$ cat config.mk
export PLATFORM = sky130hd
export DESIGN_NAME = pwm_capture
export DESIGN_NICKNAME = d
export VERILOG_FILES = /design/src/rtl/pwm_capture.sv
export SDC_FILE = /design/constraint.sdc
export NUM_CORES = 1
export LEC_CHECK = 0
export CORE_MARGIN = 2
export CORE_UTILIZATION = 34
export CTS_CLUSTER_SIZE = 40
export DETAILED_ROUTE_END_ITERATION = 6
export DONT_BUFFER_PORTS = 1
export REMOVE_ABC_BUFFERS = 1
export SLEW_MARGIN = 25
export SYNTH_ARGS = -nofsm -noshare
export SYNTH_HDL_FRONTEND = slang
export SYNTH_SLANG_ARGS = --single-unit
$ cat constraint.sdc
create_clock -name clk -period 1.7 [get_ports clk]
set_clock_uncertainty 0.15 [all_clocks]
set_input_delay 0.34 -clock clk [delete_from_list [all_inputs] [get_ports clk]]
set_output_delay 0.34 -clock clk [all_outputs]
set_load 0.03 [all_outputs]
$ cat src/rtl/pwm_capture.sv
// PWM receiver: measures high time and rise-to-rise period, flags stuck inputs by timeout; optional glitch filter under PWM_CAPTURE_FILTER_EN.
// Latency: valid SYNC_STAGES+1 cycles after the closing rising edge of pwm_in (+FILTER_LEN with the filter).
// Backpressure: none; valid is a one-cycle strobe and the results hold until the next strobe.
module pwm_capture #(
    parameter int CNT_W       = 11,
    parameter int SYNC_STAGES = 2,
    parameter int FILTER_LEN  = 3
) (
    input  logic             clk,
    input  logic             reset,
    input  logic             pwm_in,
    output logic [CNT_W-1:0] pulse_width,
    output logic [CNT_W-1:0] period,
    output logic             valid,
    output logic             overflow
);

    localparam logic [CNT_W-1:0] MAX = '1;

    if (SYNC_STAGES < 2 || FILTER_LEN < 1) begin : g_bad_param
        $error("pwm_capture: SYNC_STAGES must be >= 2 and FILTER_LEN >= 1");
    end

    typedef enum logic [1:0] {IDLE, ARM, HIGH, LOW} state_t;

    logic [SYNC_STAGES-1:0] sync_q;
    logic                   pwm_raw;
    logic                   pwm_s;
    logic                   pwm_d;
    logic                   rise;
    logic                   fall;

    always_ff @(posedge clk) begin
        if (reset) begin
            sync_q <= '0;
        end else begin
            sync_q <= {sync_q[SYNC_STAGES-2:0], pwm_in};
        end
    end

    assign pwm_raw = sync_q[SYNC_STAGES-1];

`ifdef PWM_CAPTURE_FILTER_EN
    localparam int FCW      = $clog2(FILTER_LEN + 1);
    localparam int WARM_LEN = SYNC_STAGES + FILTER_LEN;

    logic [FCW-1:0] flt_cnt;
    logic           flt_lvl;

    always_ff @(posedge clk) begin
        if (reset) begin
            flt_lvl <= 1'b0;
            flt_cnt <= '0;
        end else if (pwm_raw != flt_lvl) begin
            if (flt_cnt == FCW'(FILTER_LEN - 1)) begin
                flt_lvl <= pwm_raw;
                flt_cnt <= '0;
            end else begin
                flt_cnt <= flt_cnt + 1'b1;
            end
        end else begin
            flt_cnt <= '0;
        end
    end

    assign pwm_s = flt_lvl;
`else
    localparam int WARM_LEN = SYNC_STAGES;

    assign pwm_s = pwm_raw;
`endif

    // The input path restarts from 0 after reset; IDLE must not judge the line
    // level until a real sample has propagated, or a held-high input would look
    // low and then produce a false first edge.
    logic [WARM_LEN-1:0] warm_q;
    logic                warm_ok;

    always_ff @(posedge clk) begin
        if (reset) begin
            warm_q <= '0;
            pwm_d  <= 1'b0;
        end else begin
            warm_q <= {warm_q[WARM_LEN-2:0], 1'b1};
            pwm_d  <= pwm_s;
        end
    end

    assign warm_ok = warm_q[WARM_LEN-1];
    assign rise    = pwm_s & ~pwm_d;
    assign fall    = ~pwm_s & pwm_d;

    state_t           state, state_nxt;
    logic [CNT_W-1:0] hi_cnt, hi_nxt, hi_inc;
    logic [CNT_W-1:0] per_cnt, per_nxt, per_inc;
    logic             timeout;
    logic             rpt;
    logic [CNT_W-1:0] rpt_pw;
    logic [CNT_W-1:0] rpt_per;
    logic             rpt_ovf;

    assign hi_inc  = (hi_cnt == MAX) ? MAX : hi_cnt + 1'b1;
    assign per_inc = (per_cnt == MAX) ? MAX : per_cnt + 1'b1;
    // A rise landing exactly on a full counter is a legal MAX-length period.
    assign timeout = (per_cnt == MAX) && !rise;

    always_ff @(posedge clk) begin
        if (reset) begin
            state   <= IDLE;
            hi_cnt  <= '0;
            per_cnt <= '0;
        end else begin
            state   <= state_nxt;
            hi_cnt  <= hi_nxt;
            per_cnt <= per_nxt;
        end
    end

    always_comb begin
        state_nxt = state;
        hi_nxt    = hi_cnt;
        per_nxt   = per_inc;
        rpt       = 1'b0;
        rpt_pw    = hi_cnt;
        rpt_per   = per_cnt;
        rpt_ovf   = 1'b0;
        if (timeout) begin
            rpt       = 1'b1;
            rpt_pw    = pwm_s ? MAX : '0;
            rpt_per   = MAX;
            rpt_ovf   = 1'b1;
            hi_nxt    = '0;
            per_nxt   = '0;
            state_nxt = IDLE;
        end else begin
            case (state)
                IDLE: begin
                    if (!pwm_s && warm_ok) begin
                        state_nxt = ARM;
                    end
                end
                ARM: begin
                    if (rise) begin
                        hi_nxt    = CNT_W'(1);
                        per_nxt   = CNT_W'(1);
                        state_nxt = HIGH;
                    end
                end
                HIGH: begin
                    if (fall) begin
                        state_nxt = LOW;
                    end else begin
                        hi_nxt = hi_inc;
                    end
                end
                LOW: begin
                    if (rise) begin
                        rpt       = 1'b1;
                        rpt_pw    = hi_cnt;
                        rpt_per   = per_cnt;
                        rpt_ovf   = 1'b0;
                        hi_nxt    = CNT_W'(1);
                        per_nxt   = CNT_W'(1);
                        state_nxt = HIGH;
                    end
                end
                default: begin
                    state_nxt = IDLE;
                end
            endcase
        end
    end

    always_ff @(posedge clk) begin
        if (reset) begin
            pulse_width <= '0;
            period      <= '0;
            valid       <= 1'b0;
            overflow    <= 1'b0;
        end else begin
            valid <= rpt;
            if (rpt) begin
                pulse_width <= rpt_pw;
                period      <= rpt_per;
                overflow    <= rpt_ovf;
            end
        end
    end

endmodule

==> flow_metrics.env, run 1 <==
export IMPL_synth_seq_cells=53
export IMPL_cts_htree_levels=2
export IMPL_crit_fanout=4
export IMPL_vdd_drop_max_mv=0.450
export IMPL_final_net_count=257
export IMPL_critPathCaptureType="register"
export IMPL_mostFrequentLayoutCells="dfxtp_1, a21oi_1, buf_4"
export IMPL_setup_violations=0
export IMPL_critPathArrivalTime_ns=1.70
export IMPL_dpl_cell_area_mm2=0.00237
export IMPL_ys_seq_area_share_pct=49.9
export IMPL_core_mm2=0.00599
export IMPL_clock_sinks=53
export IMPL_antenna_left=0
export IMPL_max_slew_margin_pct=66.8
export IMPL_hold_path_class="in -> reg"
export IMPL_drive_above_1_share_pct=20.6
export IMPL_r2r_start="state[0]$_SDFFE_PP0P_"
export IMPL_cp_data_required_time_ns=1.80
export IMPL_cts_tree="built"
export IMPL_synthMuxAreaShare_pct=10.3
export IMPL_path_cells="nand2b_4, or2_1, or4_1, a31oi_1"
export IMPL_grt_pass1_vias=1670
export IMPL_startpoint="state[0]$_SDFFE_PP0P_"
export IMPL_slew_viol_final=0
export IMPL_hold_violations=0
export IMPL_status="finished, final reports clean"
export IMPL_design_area_mm2=0.00263
export IMPL_fill_cells=583
export IMPL_critPathTopFamily="simple AND/OR/NAND/NOR gates"
export IMPL_vias=1698
export IMPL_regArea_mm2=0.00107
export IMPL_cap_violations=0
export IMPL_overflow=0
export IMPL_ys_types=36
export IMPL_cp_slowest_cell="or4_1"
export IMPL_grt_max_degree=16
export IMPL_min_from="reset"
export IMPL_first_pass_iters=4
export IMPL_fp_row_count=28
export IMPL_r2r_slack_ns=0.1
export IMPL_start_util_pct=35.5
export IMPL_synthAdderAreaFrac_pct=1.18
export IMPL_synth_cells=223
export IMPL_clk_pin_slew_ns=0.09
export IMPL_path_buf_inv=0
export IMPL_yosys_area_share_simple_pct=17.6
export IMPL_multiInputGateArea_mm2=0.00108
export IMPL_synth_area_mm2=0.00213
export IMPL_wl_per_cell_um=14.1
export IMPL_pre_cts_ws_ns=0.00740
export IMPL_finalPower_uw=2200
export IMPL_fin_crit_ns=1.60
export IMPL_critPathLaunchType="register"
export IMPL_layout_setup_ws_ns=0.0966
export IMPL_dp_hpwl_mm=3.20
export IMPL_port_buffers=0
export IMPL_synth_top_family_by_area="simple AND/OR/NAND/NOR gates"
export IMPL_numCtsBuffers=5
export IMPL_fin_util_pct=44.0
export IMPL_io_pins=27
export IMPL_max_freq_mhz=624
export IMPL_synth_compound_area_share_pct=14.9
export IMPL_timing_worst_slew_pin_value_ns=0.496
export IMPL_grt_usage_pct=13.9
export IMPL_gp_congestion=0.862
export IMPL_viasPerCell=5.19
export IMPL_synth_avg_cell_area_um2=9.54
export IMPL_grt_antenna_before_repair=0
export IMPL_synth_xor_area_share_pct=2.88
export IMPL_drc=0
export IMPL_critical_path_max_stage_delay_ns=0.51
export IMPL_antenna_cells=0
export IMPL_yosys_warnings=0
export IMPL_synthToLayoutAreaGrowth_pct=23.8
export IMPL_total_leakage_power_uw=0.00112
export IMPL_whs_ns=0.203
export IMPL_power_density_mw_per_mm2=834
export IMPL_layout_commonest_cell="dfxtp_1"
export IMPL_max_clock_path_buffers=2
export IMPL_dieArea_mm2=0.00691
export IMPL_grt_pass1_wl_mm=7.85
export IMPL_timing_final_crit_share_pct=94.3
export IMPL_critPathKind="reg -> reg"
export IMPL_cts_root_buf="clkbuf_8"
export IMPL_wl_mm=4.62
export IMPL_die_height_um=83.1
export IMPL_drtIter0Drc=62
export IMPL_clk_latency_ns=0.31
export IMPL_die_w_um=83.1
## cells by family (layout without fill, tap and decap cells)
logic type / after synthesis / after routing
buffers and inverters: 16 / 45
muxes: 22 / 22
and+or+nand+nor: 68 / 68
xor gates and xnor gates: 7 / 7
DFF: 53 / 53
AOI/OAI and AO/OA: 55 / 55
adders and majority gates: 2 / 2
## flip-flops by register name (all words and copies together), names as in the netlist
register,cells
warm_q,2
per_cnt,11
hi_cnt,11
period,11
pwm_d,1
state,2
sync_q,2
overflow,1
valid,1
pulse_width,11
## tightest hold or removal path: cells and delay by family
family,cells,cell delay (ns)
and+or+nand+nor,1,0.16
buffers and inverters,1,0.06
AOI/OAI and AO/OA,1,0.05
## cells in the mapped netlist, drive strengths merged
cell,instances,area (um^2)
a211oi,4,30.0
a21oi,35,175
a31oi,7,43.8
a32oi,1,8.76
and2,1,6.26
and3,5,31.3
and3b,1,8.76
and4,3,26.3
and4b,1,10.0
buf,7,33.8
clkbuf,4,15.0
dfxtp,53,1060
ha,2,25.0
inv,5,18.8
mux2i,22,220
nand2,10,37.5
nand2b,1,13.8
nand3,10,50.1
nand3b,2,15.0
nand4,2,12.5
nor2,9,33.8
nor2b,6,37.5
nor3,12,60.1
nor4,2,12.5
o2111ai,1,15.0
o21a,1,7.51
o21ai,4,20.0
o311ai,1,8.76
o31a,1,8.76
or2,1,6.26
or3,1,6.26
or4,1,7.51
xnor2,3,26.3
xor2,4,35.0
## path summary, 6_finish.rpt
check	endpoint	cells past startpoint
min reg2reg	hi_cnt[10]$_SDFFE_PP0P_	2
max reg2reg	hi_cnt[7]$_SDFFE_PP0P_	4
min	hi_cnt[3]$_SDFFE_PP0P_	3
max	hi_cnt[7]$_SDFFE_PP0P_	4
## layout make-up
class | count | share of cell area (%)
multi-input combinational | 154 | 40.9
sequential | 53 | 40.5
timing repair buffer | 33 | 10.4
tap | 75 | 3.56
clock buffer | 5 | 2.61
clock inverter | 2 | 1.33
inverter | 5 | 0.713
## metal layers
layer  track usage, %  vias up  routed length [um]
li1                 -      866                   -
met1             17.9      798                2170
met2             22.7       28                2230
met3             3.48        6                 160
met4             4.92        0                  61
met5                0        -                   0
## report_power, final
part	switching, uW	total (uW)	internal, uW
clock	404	832	428
sequential	9.98	1270	1260
combinational	51.7	97.4	45.7
total	465	2200	1730
## per-stage QoR
step	setup TNS, ns	std cells
3_3_place_gp	0	313
6_report	0	327
5_1_grt	-0.0106	327
4_1_cts	0	326
2_1_floorplan	-16.65	212
3_5_place_dp	0	313
## repair_timing
item | in CTS | in global routing
pin swaps | 0 | 2
gates resized for setup | 2 | 21
setup buffers | 0 | 1
hold buffers | 6 | 0
endpoints found under the hold margin | 18 | 0
setup endpoints to repair | 2 | 35
(Power assumes the default switching activity.)
==> run 2, diff against run 1 <==
--- a/config.mk
+++ b/config.mk
@@ -5,11 +5,15 @@
 export SDC_FILE = /design/constraint.sdc
 export NUM_CORES = 1
 export LEC_CHECK = 0
+export CELL_PAD_IN_SITES_DETAIL_PLACEMENT = 0
+export CELL_PAD_IN_SITES_GLOBAL_PLACEMENT = 1
+export CORE_ASPECT_RATIO = 0.5
 export CORE_MARGIN = 2
 export CORE_UTILIZATION = 34
 export CTS_CLUSTER_SIZE = 40
 export DETAILED_ROUTE_END_ITERATION = 6
 export DONT_BUFFER_PORTS = 1
+export PLACE_DENSITY_LB_ADDON = 0.1
 export REMOVE_ABC_BUFFERS = 1
 export SLEW_MARGIN = 25
 export SYNTH_ARGS = -nofsm -noshare
==> constraint.sdc (replaced) <==
create_clock -name clk -period 1.81 [get_ports clk]
set_clock_uncertainty 0.15 [all_clocks]
set_input_delay 0.362 -clock clk [delete_from_list [all_inputs] [get_ports clk]]
set_output_delay 0.362 -clock clk [all_outputs]
set_load 0.03 [all_outputs]
==> flow_metrics.env, run 2 (synthesized netlist as in run 1, its figures left out) <==
export IMPL_layout_commonest_cell="dfxtp_1"
export IMPL_drive_above_1_share_pct=11.9
export IMPL_layout_setup_ws_ns=0.0986
export IMPL_hold_path_class="in -> reg"
export IMPL_core_mm2=0.00606
export IMPL_timing_final_crit_share_pct=94.6
export IMPL_viasPerCell=5.00
export IMPL_max_freq_mhz=584
export IMPL_r2r_start="state[1]$_SDFFE_PP0P_"
export IMPL_clk_pin_slew_ns=0.07
export IMPL_first_pass_iters=4
export IMPL_synthToLayoutAreaGrowth_pct=18.2
export IMPL_crit_fanout=7
export IMPL_path_buf_inv=1
export IMPL_swShare_pct=19.8
export IMPL_met3_length_um=163
export IMPL_p_switching_uw=471
export IMPL_slew_viol_final=0
export IMPL_path_cells="nand2b_4, or2_1, buf_4, or3_1, a31oi_1"
export IMPL_dpl_cell_area_mm2=0.00231
export IMPL_cts_root_buf="clkbuf_16"
export IMPL_wirelength_met1_mm=2.48
export IMPL_startpoint="state[1]$_SDFFE_PP0P_"
export IMPL_intPower_uw=1900
export IMPL_cp_data_required_time_ns=1.87
export IMPL_timing_worst_slew_pin_value_ns=0.696
export IMPL_cts_tree="built"
export IMPL_min_from="reset"
export IMPL_critPathTopFamily="simple AND/OR/NAND/NOR gates"
export IMPL_grt_usage_pct=14.9
export IMPL_grt_pass1_wl_mm=7.88
export IMPL_grt_max_degree=22
export IMPL_dp_hpwl_mm=3.36
export IMPL_critPathLaunchType="register"
export IMPL_power_density_mw_per_mm2=943
export IMPL_die_w_um=116
export IMPL_max_clock_path_buffers=2
export IMPL_status="finished, final reports clean"
export IMPL_pwr_share_comb_pct=3.2
export IMPL_clkPwrFrac_pct=46.6
export IMPL_overflow=0
export IMPL_final_net_count=240
export IMPL_critPathArrivalTime_ns=1.77
export IMPL_rsz0062_at_grt="yes"
export IMPL_mostFrequentLayoutCells="dfxtp_1, a21oi_1, mux2i_1"
export IMPL_dieArea_mm2=0.00695
export IMPL_grt_pass1_vias=1582
export IMPL_post_cts_buffers=0
export IMPL_p_seq_share_pct=50.2
export IMPL_r2r_slack_ns=0.1
export IMPL_die_height_um=59.9
export IMPL_reg2reg_depth=5
export IMPL_wl_mm=4.79
export IMPL_antenna_cells=0
export IMPL_clk_latency_ns=0.29
export IMPL_start_util_pct=35.1
export IMPL_port_buffers=0
export IMPL_worstHoldEndpoint="warm_q[0]$_DFF_P_"
export IMPL_setup_violations=0
export IMPL_io_pins=27
export IMPL_max_slew_margin_pct=53.5
export IMPL_drtIter0Drc=55
export IMPL_fin_util_pct=41.5
export IMPL_cts_htree_levels=2
export IMPL_vdd_drop_max_mv=0.287
export IMPL_total_leakage_power_uw=0.00103
export IMPL_drc=0
export IMPL_r2r_end="hi_cnt[5]$_SDFFE_PP0P_"
export IMPL_min_path_cells=1
export IMPL_dr_wl_met2_mm=2.10
export IMPL_critPathKind="reg -> reg"
export IMPL_cp_slowest_cell="dfxtp_1"
export IMPL_critical_path_max_stage_delay_ns=0.43
export IMPL_design_area_mm2=0.00252
export IMPL_clock_sinks=53
export IMPL_hold_violations=0
export IMPL_routed_top_layer="met4"
export IMPL_pre_cts_ws_ns=0.0611
export IMPL_gp_congestion=0.827
export IMPL_finalPower_uw=2370
export IMPL_antenna_left=0
export IMPL_critPathCaptureType="register"
export IMPL_cap_violations=0
export IMPL_fill_cells=625
export IMPL_numCtsBuffers=5
export IMPL_fp_row_count=20
export IMPL_fin_crit_ns=1.71
export IMPL_grt_antenna_before_repair=0
export IMPL_vias=1619
export IMPL_wl_per_cell_um=14.8
[run 2: cell types whose count changed in the layout (fill, tap and decap cells not counted), sizes merged]
cell / previous run / this run
buf: 27 / 15
clkbuf: 5 / 7
clkinv: 1 / 0
dlygate4sd3: 6 / 1
[run 2: worst max path at each step]
stage,to,slack (ns),cells past startpoint
2_1_floorplan,pulse_width[0]$_SDFFE_PP0P_,-0.40,5
3_3_place_gp,hi_cnt[7]$_SDFFE_PP0P_,0.01,5
3_5_place_dp,hi_cnt[0]$_SDFFE_PP0P_,0.06,5
4_1_cts,hi_cnt[7]$_SDFFE_PP0P_,0.03,5
5_1_grt,hi_cnt[0]$_SDFFE_PP0P_,-0.03,5
6_report,hi_cnt[5]$_SDFFE_PP0P_,0.1,5
[run 2: layout make-up]
type                            count  area [um^2]  area share [%]
Clock buffer                        7          143            5.67
Clock inverter                      1         30.0            1.19
Inverter                            5         18.8           0.746
Multi-Input combinational cell    154         1020            40.5
Sequential cell                    53         1060            42.2
Tap cell                           88          110            4.38
Timing Repair Buffer               16          135            5.37
[run 2: what timing repair did]
action	CTS	global route
gates resized for setup	0	5
endpoints found under the hold margin	17	0
endpoints found under the setup margin	0	9
hold buffers	1	0
[run 2: per-stage QoR]
| step | hold slack [ns] | setup TNS, ns | instances |
|---|---|---|---|
| 2_1_floorplan | 0.264 | -11.56 | 212 |
| 3_3_place_gp | 0.270 | 0 | 315 |
| 3_5_place_dp | 0.280 | 0 | 315 |
| 4_1_cts | 0.0261 | 0 | 324 |
| 5_1_grt | 0.0429 | -0.0733 | 324 |
| 6_report | 0.0297 | 0 | 324 |
[run 2: power groups by stage]
stage	registers (uW)	clock network, uW	logic (uW)
CTS	1190	1140	76.5
global route	1190	1180	85.6
detailed placement	1220	0	67.9
floorplan	1220	0	36.3
finish	1190	1110	76.2
global placement	1220	0	69.4
[run 2: layer usage]
layer | up-vias | GRT usage [%]
li1 | 835 | -
met2 | 17 | 23.8
met3 | 5 | 4.87
met1 | 762 | 19.8
met5 | - | 0
met4 | 0 | 3.57
